**src/rtl/tone_seq_beeper.sv**
```systemverilog
// tone_seq_beeper: note-sequenced square-wave buzzer driver.
// Accepts {note_code, note_dur} over valid/ready and plays each note for
// note_dur duration ticks. After each note it inserts GAP_TICKS silent ticks.
// Half-period counts are derived from CLK_HZ at elaboration.
// Optional feature: define BEEPER_VOLUME_EN to add the 2-bit 'volume' input.
// That input shortens the high phase of the wave to set the loudness.
module tone_seq_beeper #(
   parameter int CLK_HZ    = 12000000,
   parameter int TICK_HZ   = 1000,
   parameter int DUR_W     = 8,
   parameter int GAP_TICKS = 0,
   parameter int CNT_W     = 18
) (
   input  logic             clk_in,
   input  logic             rst_n_in,
   input  logic             note_valid,
   output logic             note_ready,
   input  logic [4:0]       note_code,
   input  logic [DUR_W-1:0] note_dur,
`ifdef BEEPER_VOLUME_EN
   input  logic [1:0]       volume,
`endif
   input  logic             stop,
   output logic             busy,
   output logic             piano_out
);

   localparam int TICK_CYC = CLK_HZ / TICK_HZ;
   localparam int PRE_W    = (TICK_CYC > 1) ? $clog2(TICK_CYC) : 1;
   localparam int GAP_W    = (GAP_TICKS > 0) ? $clog2(GAP_TICKS + 1) : 1;

   typedef logic [31:0][CNT_W-1:0] half_tab_t;
   typedef enum logic [1:0] {IDLE, PLAY, GAP} state_t;

   // Half-period table indexed by note code; rest codes hold 0.
   function automatic half_tab_t build_half_tab();
      half_tab_t tab;
      longint    base;
      longint    freq;
      tab = '0;
      for (int c = 1; c <= 21; c++) begin
         case ((c - 1) % 7)
            0:       base = 26163;
            1:       base = 29366;
            2:       base = 32963;
            3:       base = 34923;
            4:       base = 39200;
            5:       base = 44000;
            default: base = 49388;
         endcase
         freq = base * (longint'(1) << ((c - 1) / 7));
         tab[c[4:0]] = CNT_W'((longint'(CLK_HZ) * 50) / freq - 1);
      end
      return tab;
   endfunction

   localparam half_tab_t HALF_TAB = build_half_tab();

   state_t             state_q, state_d;
   logic [CNT_W-1:0]   tone_cnt_q;
   logic [CNT_W-1:0]   half_q;
   logic               rest_q;
   logic               phase_q;
   logic [PRE_W-1:0]   pre_q;
   logic [DUR_W-1:0]   rem_q;
   logic [GAP_W-1:0]   gap_q;
   logic               tick;
   logic               accept;
   logic               code_is_rest;

   assign tick         = (pre_q == PRE_W'(TICK_CYC - 1));
   assign accept       = note_valid && note_ready;
   assign code_is_rest = (note_code == 5'd0) || (note_code > 5'd21);
   assign busy         = (state_q != IDLE);

   // State register.
   // NOTE: asynchronous active-low reset lists negedge rst_n_in in the
   // sensitivity so outputs clear immediately, without waiting for a clock.
   always_ff @(posedge clk_in or negedge rst_n_in) begin
      if (!rst_n_in) state_q <= IDLE;
      else           state_q <= state_d;
   end

   // Next-state and handshake decode; stop overrides everything.
   // NOTE: every output of this block gets a default first, so no path
   // leaves a signal unassigned and no latch is inferred.
   always_comb begin
      state_d    = state_q;
      note_ready = 1'b0;
      case (state_q)
         IDLE: begin
            note_ready = !stop;
            if (note_valid && !stop && (note_dur != '0)) state_d = PLAY;
         end
         PLAY: begin
            if (tick && (rem_q == DUR_W'(1))) state_d = (GAP_TICKS > 0) ? GAP : IDLE;
         end
         GAP: begin
            if (tick && (gap_q == GAP_W'(1))) state_d = IDLE;
         end
         default: state_d = IDLE;
      endcase
      if (stop) state_d = IDLE;
   end

   // Tone, prescaler, remaining-duration and gap counters.
   // NOTE: sequential state is written only with non-blocking assignments so
   // every register samples the pre-edge values of its neighbours.
   always_ff @(posedge clk_in or negedge rst_n_in) begin
      if (!rst_n_in) begin
         tone_cnt_q <= '0;
         half_q     <= '0;
         rest_q     <= 1'b0;
         phase_q    <= 1'b0;
         pre_q      <= '0;
         rem_q      <= '0;
         gap_q      <= '0;
      end else begin
         case (state_d)
            PLAY: begin
               if (state_q == IDLE) begin
                  // Fresh note: latch it and start counting from zero.
                  half_q     <= HALF_TAB[note_code];
                  rest_q     <= code_is_rest;
                  rem_q      <= note_dur;
                  tone_cnt_q <= '0;
                  pre_q      <= '0;
                  phase_q    <= 1'b0;
               end else begin
                  pre_q <= tick ? '0 : pre_q + PRE_W'(1);
                  if (tick) rem_q <= rem_q - DUR_W'(1);
                  if (tone_cnt_q == half_q) begin
                     tone_cnt_q <= '0;
                     if (!rest_q) phase_q <= ~phase_q;
                  end else begin
                     tone_cnt_q <= tone_cnt_q + CNT_W'(1);
                  end
               end
            end
            GAP: begin
               phase_q    <= 1'b0;
               tone_cnt_q <= '0;
               if (state_q != GAP) begin
                  gap_q <= GAP_W'(GAP_TICKS);
                  pre_q <= '0;
               end else begin
                  pre_q <= tick ? '0 : pre_q + PRE_W'(1);
                  if (tick) gap_q <= gap_q - GAP_W'(1);
               end
            end
            default: begin
               tone_cnt_q <= '0;
               phase_q    <= 1'b0;
               pre_q      <= '0;
               rem_q      <= '0;
               gap_q      <= '0;
            end
         endcase
      end
   end

`ifdef BEEPER_VOLUME_EN
   logic [CNT_W+1:0] thr_calc;
   logic [CNT_W+1:0] thr_q;

   // High-phase on-time for the requested volume: ((HALF+1)*(vol+1))/4.
   always_comb begin
      thr_calc = (((CNT_W+2)'(HALF_TAB[note_code]) + (CNT_W+2)'(1))
                  * (CNT_W+2)'({1'b0, volume} + 3'd1)) >> 2;
   end

   // Volume threshold is captured with the note.
   always_ff @(posedge clk_in or negedge rst_n_in) begin
      if (!rst_n_in)   thr_q <= '0;
      else if (accept) thr_q <= thr_calc;
   end

   assign piano_out = phase_q && ({2'b00, tone_cnt_q} < thr_q);
`else
   assign piano_out = phase_q;
`endif

endmodule

```
**config.mk**
```make
export PLATFORM = sky130hd
export DESIGN_NAME = tone_seq_beeper
export DESIGN_NICKNAME = d
export VERILOG_FILES = /design/src/rtl/tone_seq_beeper.sv
export SDC_FILE = /design/constraint.sdc
export NUM_CORES = 1
export LEC_CHECK = 0
export ABC_AREA = 0
export CORE_UTILIZATION = 45
export DETAILED_ROUTE_END_ITERATION = 10
export SETUP_SLACK_MARGIN = 0.1
export SLEW_MARGIN = 15
export SYNTH_ARGS = -nofsm -noshare
export SYNTH_HDL_FRONTEND = slang
export SYNTH_SLANG_ARGS = --single-unit
```
**constraint.sdc**
```tcl
create_clock -name clk_in -period 7.6 [get_ports clk_in]
set_clock_uncertainty 0.2 [all_clocks]
set_input_delay 2.28 -clock clk_in [delete_from_list [all_inputs] [get_ports clk_in]]
set_output_delay 2.28 -clock clk_in [all_outputs]
set_load 0.02 [all_outputs]
```
* After elaboration in Yosys (flattened, before gate mapping) *
Memories as Yosys holds them, arrays and structs flattened. A register that Yosys moved wholly into a read port is not among the register bits.
Index checks and enable logic that the tools add are counted.

storage, ports and cells
  memory bits (read-only) = 576
  memories kept = 1
  output and inout bits = 3
  register bits after elaboration = 45
  input port bits = 17
  word-level logic and storage cells = 66

memories
  name              depth  width  rd ports  clocked after Yosys merged registers in  wr ports  RTL line  RTL
  (name not given)  32     18     1         1                                        0         123       half_q <= HALF_TAB[note_code];

operators by class
  bitwise operators = 3
  mux-type cells = 23
  add/subtract/negate cells = 4
  reductions and logical operators = 15
  equality and inequality tests = 12
  order comparisons = 1

operators by type and width
  kind                     count
  $mux W18                 3
  $mux W14                 3
  $pmux W14 S2             1
  $add A18 B1 Y18 const B  1
  $eq A18 B18 Y1           1
  $mux W8                  2
  $pmux W8 S2              1
  $add A14 B1 Y14 const B  1
  $eq A14 B14 Y1 const B   1
  $ne A3 B3 Y1 const B     4
  $eq A8 B1 Y1 const B     1
  $mux W2                  4
  $reduce_and A2 Y1        4
  $reduce_bool A8 Y1       1
  $sub A8 B1 Y8 const B    1
  $mux W1                  7
  $pmux W2 S3              1
  $gt A5 B5 Y1 const B     1
  $logic_not A5 Y1         1
  $eq A2 B1 Y1 const B     2
  $eq A2 B2 Y1 const B     2
  $logic_and A1 B1 Y1      4
  $not A1 Y1               3
  $logic_not A1 Y1         2
  6 further kinds          6

* Longest topological paths before layout *
Gate-level depths: netlist of the first run.

  word-level depth = 9
  depth in mapped cells = 11
  depth with buffers taken out = 10

* Least setup slack after synthesis of the first run *
No wires, ideal clock.

  kind = input -> output
  start = in stop
  end = out note_ready
  stages on the path = 1
  data arrival time = 2.573 ns
  setup slack = 2.547 ns
  buffers on the path = 0
  path through = nor2_1

between the ends
  word-level cells in the longest chain between the ends = 2

RTL lines
  element           RTL line  RTL
  from (decl)       23        input logic stop,
  $logic_not A1 Y1  92        note_ready = !stop;
  $mux W1           90        case (state_q)
  to (decl)         17        output logic note_ready,

No other way between the ends.

* Final worst setup path of the first run *
Same ends and word-level chain as after synthesis.

==> metrics, run 1 <==
CP Cell Sequence clkdlybuf4s50_1 -> nor2_1 -> clkdlybuf4s50_1; vias in the first global route 2761; most common cell after layout, fill and taps aside dfrtp_1; H-tree depth 3; TritonCTS buffer count 9; Startpoint Class primary input; die area around 8400 sq um; Die Span X 91.9 um; CP max FO 3; CP max-delay cell clkdlybuf4s50_1; Fin. Hold Viols 0; CTS resizes 0; GP Congestion around 0.8; Reg2Reg Launch Point pre_q[5]; via/cell ratio 5.46; Crit Path Class primary input to primary output; FFs w/ async S/R, synth 100%; ANT nets after route 0; Vias 2933; WP data arrival approximately 3.5 ns; PwrDens roughly 200 nW/um^2; Most common cell on crit path clkdlybuf4s50_1; Tightest Hold Check Type register to register; DR WL/cell roughly 14 um; most frequent cells in the layout dfrtp_1 (60), nor2_1 (57), nand2_1 (47); # clock sinks 60; relative slew slack roughly 28%; Synthesized Nets 449; Iteration-0 DRC Markers ~110; Synth Cell Area about 3600 sq um; RSZ-0062 raised after global routing false; initial antenna violation count 0; largest net degree at the start of global routing 61; number of flops mapped to enable cells by yosys 0; Max rail drop VDD 0.138 mV; metal3 WL about 260 um; CTS tree built; WHS Endpoint pre_q[0]; Fmax around 170 MHz; uppermost routed layer met4; Avg Inst Size Synth between 8 and 9 sq um; DP HPWL about 5300 um; share of cells above drive strength 1 6.44%; FF-to-FF End half_q[0]; Final Critical Period ~5.9 ns; leading area contributor after synthesis dfrtp_1; Starting Density a little under half; Clock Latency Late Sink between 0.3 and 0.4 ns; TNS Setup 0 ns; beginning of the worst hold path pre_q[0]; CP max stage delay about 0.6 ns; total of max-cap violations 0; final setup vio count 0; area delta synth->final 13.7%; fillcell total around 760; first-pass GRT wire length ~13000 um; Rows 32; Hold Buf Count CTS 0; Netlist cell types between 50 and 60; R2R depth 7; flop2flop setup slack around 3.9 ns; met2 wire length approximately 3700 um; Routed WL ~7700 um; Slew @ Worst Pin 1.08 ns; Pins Over Slew Limit 0; WP data required just over 5 ns; core area 7770 sq um; Post-Route M1 WL between 3000 and 4000 um; clk slew on worst S/H paths approximately 0.070 ns; crit path launch stop; hold depth 1; n_diodes 0; Die Ht 91.9 um; share of the synthesized area in the top cell type approximately two fifths; period utilization 78.0%; drt pass-1 iters 4; YS warnings 0; Nets between 400 and 500; Gate Count Post-Synth 416; Synth Register Bits 60; Bufs on Longest Clock Path 2; IO Count 20; setup bufs post-CTS 0; Area contributors post-synth dfrtp_1 (41%), xnor2_1 (6.0%), nor2_1 (5.9%); gr usage total 20.2%; # port buffers 19; Pleak approximately 1.7 nW; status completed; top_reg_cell synth dfrtp_1; GRT overflow 0; worst hold slack ~0.29 ns; sequential share of the synthesized area 41.3%; drc violations 0; clock root buffer clkbuf_8; endpoint type of the worst setup path primary output
## where the power goes
group / total (mW) / internal, mW / switching (mW)
clock network: 0.356 / 0.219 / 0.136
logic: 0.114 / 0.0483 / 0.0656
registers: 0.354 / 0.338 / 0.0155
## per-layer routing
| layer | track usage (%) | up-vias |
|---|---|---|
| met5 | 0 | - |
| met4 | 5.86 | 0 |
| met3 | 5.06 | 8 |
| met2 | 32.6 | 37 |
| met1 | 26.8 | 1389 |
| li1 | - | 1499 |
## cell families after synthesis
logic type | Yosys count | synth area share [%]
AO/OA/AOI/OAI | 88 | 15.1
XOR/XNOR | 44 | 10.6
multiplexers | 4 | 1.17
AND/OR/NAND/NOR | 172 | 22.8
buffers and inverters | 32 | 3.55
adder cells (fa/ha/maj) | 16 | 5.51
flip-flops | 60 | 41.3
## cell usage after synthesis, drive strengths merged, types with 5 or more instances
master,count
nand4,13
nor2,57
o21ai,27
inv,12
nor4,6
xnor2,25
buf,5
nand3,14
a21oi,24
dfrtp,60
or3,5
clkbuf,13
a211oi,6
nor3,9
nand2,48
xor2,19
ha,16
## state kept, by name, summed over array words and instances, names as in the netlist
signal / flops
piano_out: 1
state_q: 2
gap_q: 1
half_q: 15
pre_q: 14
rest_q: 1
tone_cnt_q: 18
rem_q: 8
## how the worst max path moves through the flow
stage / to / slack [ns]
2_1_floorplan: note_ready / 2.55
3_3_place_gp: note_ready / 1.69
3_5_place_dp: note_ready / 1.67
4_1_cts: note_ready / 1.67
5_1_grt: note_ready / 1.60
6_report: note_ready / 1.67
## final cells by class
class                      count  area (sq um)  share of cell area [%]
clock buffer                   9           124                    3.00
clock inverter                 7           123                    2.97
inverter                      14          52.6                    1.27
multi-input combinational    324          2000                    48.5
sequential                    60          1500                    36.3
tap                          102           128                    3.09
timing repair buffer          21           200                    4.85
## per-stage QoR
stage	utilization, %	instances	total power, mW	setup slack [ns]	area (sq um)
after detailed placement	50.0	521	0.475	1.67	3880
final	53.2	537	0.823	1.67	4130
after global placement	50.0	521	0.473	1.69	3880
after floorplan	-	416	0.435	2.55	3630
after global routing	53.2	537	0.864	1.60	4130
after CTS	53.2	537	0.834	1.67	4130
## critical path, delay by kind of cell
| kind | cells | cell delay [ns] |
|---|---|---|
| buffers and inverters | 2 | 1.05 |
| AND/OR/NAND/NOR | 1 | 0.11 |
Note: power is estimated with default switching activity, not from simulation.
==> run 2, diff against run 1 <==
--- a/config.mk
+++ b/config.mk
@@ -8,6 +8,7 @@
 export ABC_AREA = 0
 export CORE_UTILIZATION = 45
 export DETAILED_ROUTE_END_ITERATION = 10
+export PLACE_DENSITY = 0.65
 export SETUP_SLACK_MARGIN = 0.1
 export SLEW_MARGIN = 15
 export SYNTH_ARGS = -nofsm -noshare
==> constraint.sdc (replaced) <==
create_clock -name clk_in -period 5.02 [get_ports clk_in]
set_clock_uncertainty 0.2 [all_clocks]
set_input_delay 1.506 -clock clk_in [delete_from_list [all_inputs] [get_ports clk_in]]
set_output_delay 1.506 -clock clk_in [all_outputs]
set_load 0.02 [all_outputs]
==> run 2 against run 1 <==
Design area decreased by 0.18%. Sequential power increased by 51%. Via count increased by 2.6%. Utilization decreased by 0.097 points.
==> metrics, run 2 (synthesis results as in run 1) <==
status completed; Most common cell on crit path clkdlybuf4s50_1; Bufs on Longest Clock Path 2 (unchanged); # port buffers 19 (unchanged); gr usage total 20.1% (-0.12 points); total of max-cap violations 0 (unchanged); worst hold slack 0.301 ns (+0.00674 ns); most frequent cells in the layout dfrtp_1 (60), nor2_1 (57), nand2_1 (47); DR WL/cell 14.2 um (-1.1%); Die Span X 91.9 um (unchanged); Reg2Reg Launch Point pre_q[5]; Nets 468 (+1.1%); Crit path max-delay family buffers and inverters; Sequential cell area 1500 sq um (unchanged); most common cell after layout, fill and taps aside dfrtp_1; R2R depth 7 (unchanged); GP Congestion 0.855 (+5.2%); drc violations 0 (unchanged); H-tree depth 3 (unchanged); vias in the first global route 2797 (+1.3%); beginning of the worst hold path pre_q[0]; area delta synth->final 13.5%; clk slew on worst S/H paths 0.07 ns (about the same); first-pass GRT wire length 13400 um (-0.41%); Pins Over Slew Limit 0 (unchanged); final core area utilization 53.1% (-0.097 points); initial antenna violation count 0 (unchanged); final setup vio count 0 (unchanged); CP Cell Sequence clkdlybuf4s50_1 -> nor2_1 -> clkdlybuf4s50_1; Crit path buffers/inverters 2 (unchanged); hold depth 1 (unchanged); CP max-delay cell clkdlybuf4s50_1; TNS Setup 0 ns (unchanged); Starting Density 46.8% (unchanged); n_diodes 0 (unchanged); RSZ-0062 raised after global routing false; Startpoint Class primary input; # clock sinks 60 (unchanged); CTS resizes 0 (unchanged); Vias 3008 (+2.6%); drt pass-1 iters 4 (unchanged); Crit Path Class primary input to primary output; PwrDens 278 nW/um^2 (+40%); Slew @ Worst Pin 0.633 ns (-0.449 ns); Routed WL 7720 um (-0.19%); max reg flops 18 (unchanged); CP max FO 3 (unchanged); Pleak 1.68 nW (+0.33%); Tightest Hold Check Type register to register; fillcell total 721 (-4.9%); Stages on worst setup path 3 (unchanged); die area 8440 sq um (unchanged); Hold Buf Count CTS 0 (unchanged); setup bufs post-CTS 0 (unchanged); Largest regs tone_cnt_q: 18 flops, half_q: 15 flops, pre_q: 14 flops; Largest Register tone_cnt_q; share of cells above drive strength 1 7.50% (+1.1 points); relative slew slack 57.8% (+30 points); endpoint type of the worst setup path primary output; Iteration-0 DRC Markers 166 (+58%); clock root buffer clkbuf_8; crit path launch stop; multi-input logic area 2000 sq um (unchanged); core area 7770 sq um (unchanged); ANT nets after route 0 (unchanged); Die Ht 91.9 um (unchanged); CTS tree built; IO Count 20 (unchanged); GRT overflow 0 (unchanged); Fin. Hold Viols 0 (unchanged); WP data arrival 2.66 ns (-0.79 ns); Max rail drop VDD 0.170 mV (+24%); Rows 32 (unchanged); Clock Latency Late Sink 0.34 ns (about the same); DP HPWL 5380 um (+1.1%); largest net degree at the start of global routing 34 (-44%); TritonCTS buffer count 9 (unchanged); via/cell ratio 5.55 (+1.6%); Final Critical Period approximately 4.4 ns; period utilization approximately 87%; WP data required 3.31 ns (-1.81 ns); CP max stage delay 0.60 ns (about the same); Fmax ~230 MHz
[run 2: cell count changes in the layout (fill, tap and decap cells not counted), sizes merged]
cell and change:
clkinv +2, bufinv -2, buf +5, clkbuf +1, inv -1
[run 2: area by class of cell]
cell class                 count  area share (%)
multi-input combinational    324            48.6
sequential                    60            36.4
inverter                      14            1.27
clock buffer                  10            3.34
clock inverter                 6            1.55
timing repair buffer          26            5.76
tap                          102            3.09
[run 2: metrics by stage]
step           instances  setup slack, ns  area [sq um]  power, mW
6_report             542            0.652          4120       1.15
5_1_grt              542            0.635          4120       1.21
3_3_place_gp         526            0.650          3920      0.718
3_5_place_dp         526            0.651          3920      0.721
2_1_floorplan        416             1.44          3630      0.658
4_1_cts              542            0.646          4120       1.16
[run 2: layer usage]
layer  vias up  global-route usage, %  routed length [um]
met1      1423                   27.0                3630
met3        10                   6.05                 347
met2        72                   31.8                3640
li1       1503                      -                   -
met4         0                   4.95                  90
met5         -                      0                   0
[run 2: power breakdown]
group          internal (mW)  total (mW)  leakage (nW)  switching [mW]
Sequential             0.512       0.536         0.813          0.0234
Combinational         0.0758       0.176         0.771          0.0998
Clock                  0.241       0.436        0.0983           0.195
Total                  0.830        1.15          1.68           0.318
[run 2: path summary, 6_finish.rpt]
kind                       slack (ns)       endpoint
max                              0.65     note_ready
min                              0.30       pre_q[0]
max reg2reg                      1.67      half_q[0]
min reg2reg                      0.30       pre_q[0]
max in group asynchronous        2.79  tone_cnt_q[7]
min in group asynchronous        0.97       rem_q[7]
==> run 3, diff against run 2 <==
==> constraint.sdc (replaced) <==
create_clock -name clk_in -period 5.02 [get_ports clk_in]
set_clock_uncertainty 0.2 [all_clocks]
set_input_delay 0.753 -clock clk_in [delete_from_list [all_inputs] [get_ports clk_in]]
set_output_delay 0.753 -clock clk_in [all_outputs]
set_load 0.02 [all_outputs]
==> run 3 against run 2 <==
Sequential share of layout area rose by 0.23 points. Utilization shrank 0.34 points. Sequential power hardly changed. Via count down 2.0%. Combinational power about the same. Largest power group unchanged.
==> metrics, run 3 (synthesis results as in run 1) <==
TNS Setup 0 ns (unchanged); core area 7770 sq um (unchanged); PwrDens 276 nW/um^2 (-0.81%); IO Count 20 (unchanged); most common cell after layout, fill and taps aside dfrtp_1; combinational share of power 15.4% (about the same); ANT nets after route 0 (unchanged); setup bufs post-CTS 0 (unchanged); H-tree depth 3 (unchanged); Hold Buf Count CTS 0 (unchanged); initial antenna violation count 0 (unchanged); worst hold slack 0.275 ns (-0.0255 ns); total chip power 1.13 mW (-1.4%); Largest regs tone_cnt_q: 18 flops, half_q: 15 flops, pre_q: 14 flops; max reg flops 18 (unchanged); # port buffers 19 (unchanged); total of max-cap violations 0 (unchanged); GP Congestion 0.879 (+2.8%); Rows 32 (unchanged); CP max FO 25 (+22); Internal 0.824 mW (-0.62%); RSZ-0062 raised after global routing false; switching power 0.307 mW (-3.6%); endpoint type of the worst setup path register; Starting Density 46.8% (unchanged); CTS tree built; Bufs on Longest Clock Path 2 (unchanged); # clock sinks 60 (unchanged); status completed; clk slew on worst S/H paths 0.07 ns (about the same); Routed WL 7760 um (+0.61%); most frequent cells in the layout dfrtp_1 (60), nor2_1 (57), nand2_1 (47); area delta synth->final 12.8%; n_diodes 0 (unchanged); Slew @ Worst Pin 0.782 ns (+0.149 ns); gr usage total 20.4% (+0.29 points); Die Span X 91.9 um (unchanged); die area 8440 sq um (unchanged); Nets 466 (-0.43%); Largest Register tone_cnt_q; CTS resizes 0 (unchanged); Startpoint Class register; Seq pwr share 47.4% (+0.7 points); DR WL/cell 14.4 um (+1.2%); Pins Over Slew Limit 0 (unchanged); share of cells above drive strength 1 6.86% (-0.64 points); clock root buffer clkbuf_8; relative slew slack 47.7% (-10 points); Iteration-0 DRC Markers 147 (-11%); WP data arrival 3.57 ns (+0.91 ns); final setup vio count 0 (unchanged); DP HPWL 5420 um (+0.91%); Sw Share 27.1% (-0.60 points); Final Critical Period 3.56 ns (-0.807 ns); Die Ht 91.9 um (unchanged); Fin. Hold Viols 0 (unchanged); Crit Path Class register to register; vias in the first global route 2854 (+2.0%); drt pass-1 iters 4 (unchanged); Vias 2947 (-2.0%); Clock Latency Late Sink 0.33 ns (about the same); Tightest Hold Check Type register to register; Max rail drop VDD 0.136 mV (-20%); WP data required 5.03 ns (+1.72 ns); largest net degree at the start of global routing 61 (+79%); period utilization 70.9% (-16 points); drc violations 0 (unchanged); final core area utilization 52.8% (-0.34 points); Pleak 1.67 nW (-0.57%); Clock Power Share 37.1% (-0.9 points); via/cell ratio 5.47 (-1.5%); Fmax 281 MHz (+23%); first-pass GRT wire length 13600 um (+1.4%); GRT overflow 0 (unchanged); TritonCTS buffer count 9 (unchanged)
run 3: cell types whose count changed in the layout (fill, tap and decap cells not counted), sizes merged:
cell and change:
clkinvlp -1, buf -2
run 3: cell type report:
type                    count  area, sq um
well taps                 102          128
fillers                   735         3670
flip-flops and latches     60         1500
clock inverters             5         52.6
multi-input cells         324         2000
repair buffers             24          223
clock buffers              10          138
inverters                  14         52.6
run 3: power groups by stage:
stage	clock network (mW)	registers, mW	logic, mW
final	0.420	0.536	0.175
after global routing	0.454	0.540	0.198
after CTS	0.433	0.537	0.176
after detailed placement	0	0.546	0.176
after global placement	0	0.545	0.172
after floorplan	0	0.538	0.120
run 3: path summary, 6_finish.rpt:
path	start	end	slack [ns]	depth (start not counted)
max	pre_q[5]	half_q[14]	1.46	7
min	pre_q[0]	pre_q[0]	0.28	1
max reg2reg	pre_q[5]	half_q[14]	1.46	7
min reg2reg	pre_q[0]	pre_q[0]	0.28	1
max in group asynchronous	rst_n_in	tone_cnt_q[15]	3.76	2
min in group asynchronous	rst_n_in	rem_q[7]	0.35	2
run 3: critical path: stages (launching register included):
cell and delay [ns]:
dfrtp_1 0.40, or4b_4 0.55, nor4_4 0.55, a211o_1 0.24
ha_1 0.35, nand2_1 0.49, buf_4 0.33, o41ai_1 0.33
run 3: layer usage:
metal  track usage (%)  wire length (um)  vias up
met5                 0                 0        -
met4              6.12                94        0
met3              5.72               320        8
met2              33.2              3680       55
met1              26.4              3670     1394
li1                  -                 -     1490
run 3: through the flow:
stage	std cells	area, sq um	setup slack (ns)
floorplan	416	3630	1.92
global placement	524	3910	1.40
detailed placement	524	3910	1.35
CTS	539	4100	1.44
global route	539	4100	1.17
finish	539	4100	1.46
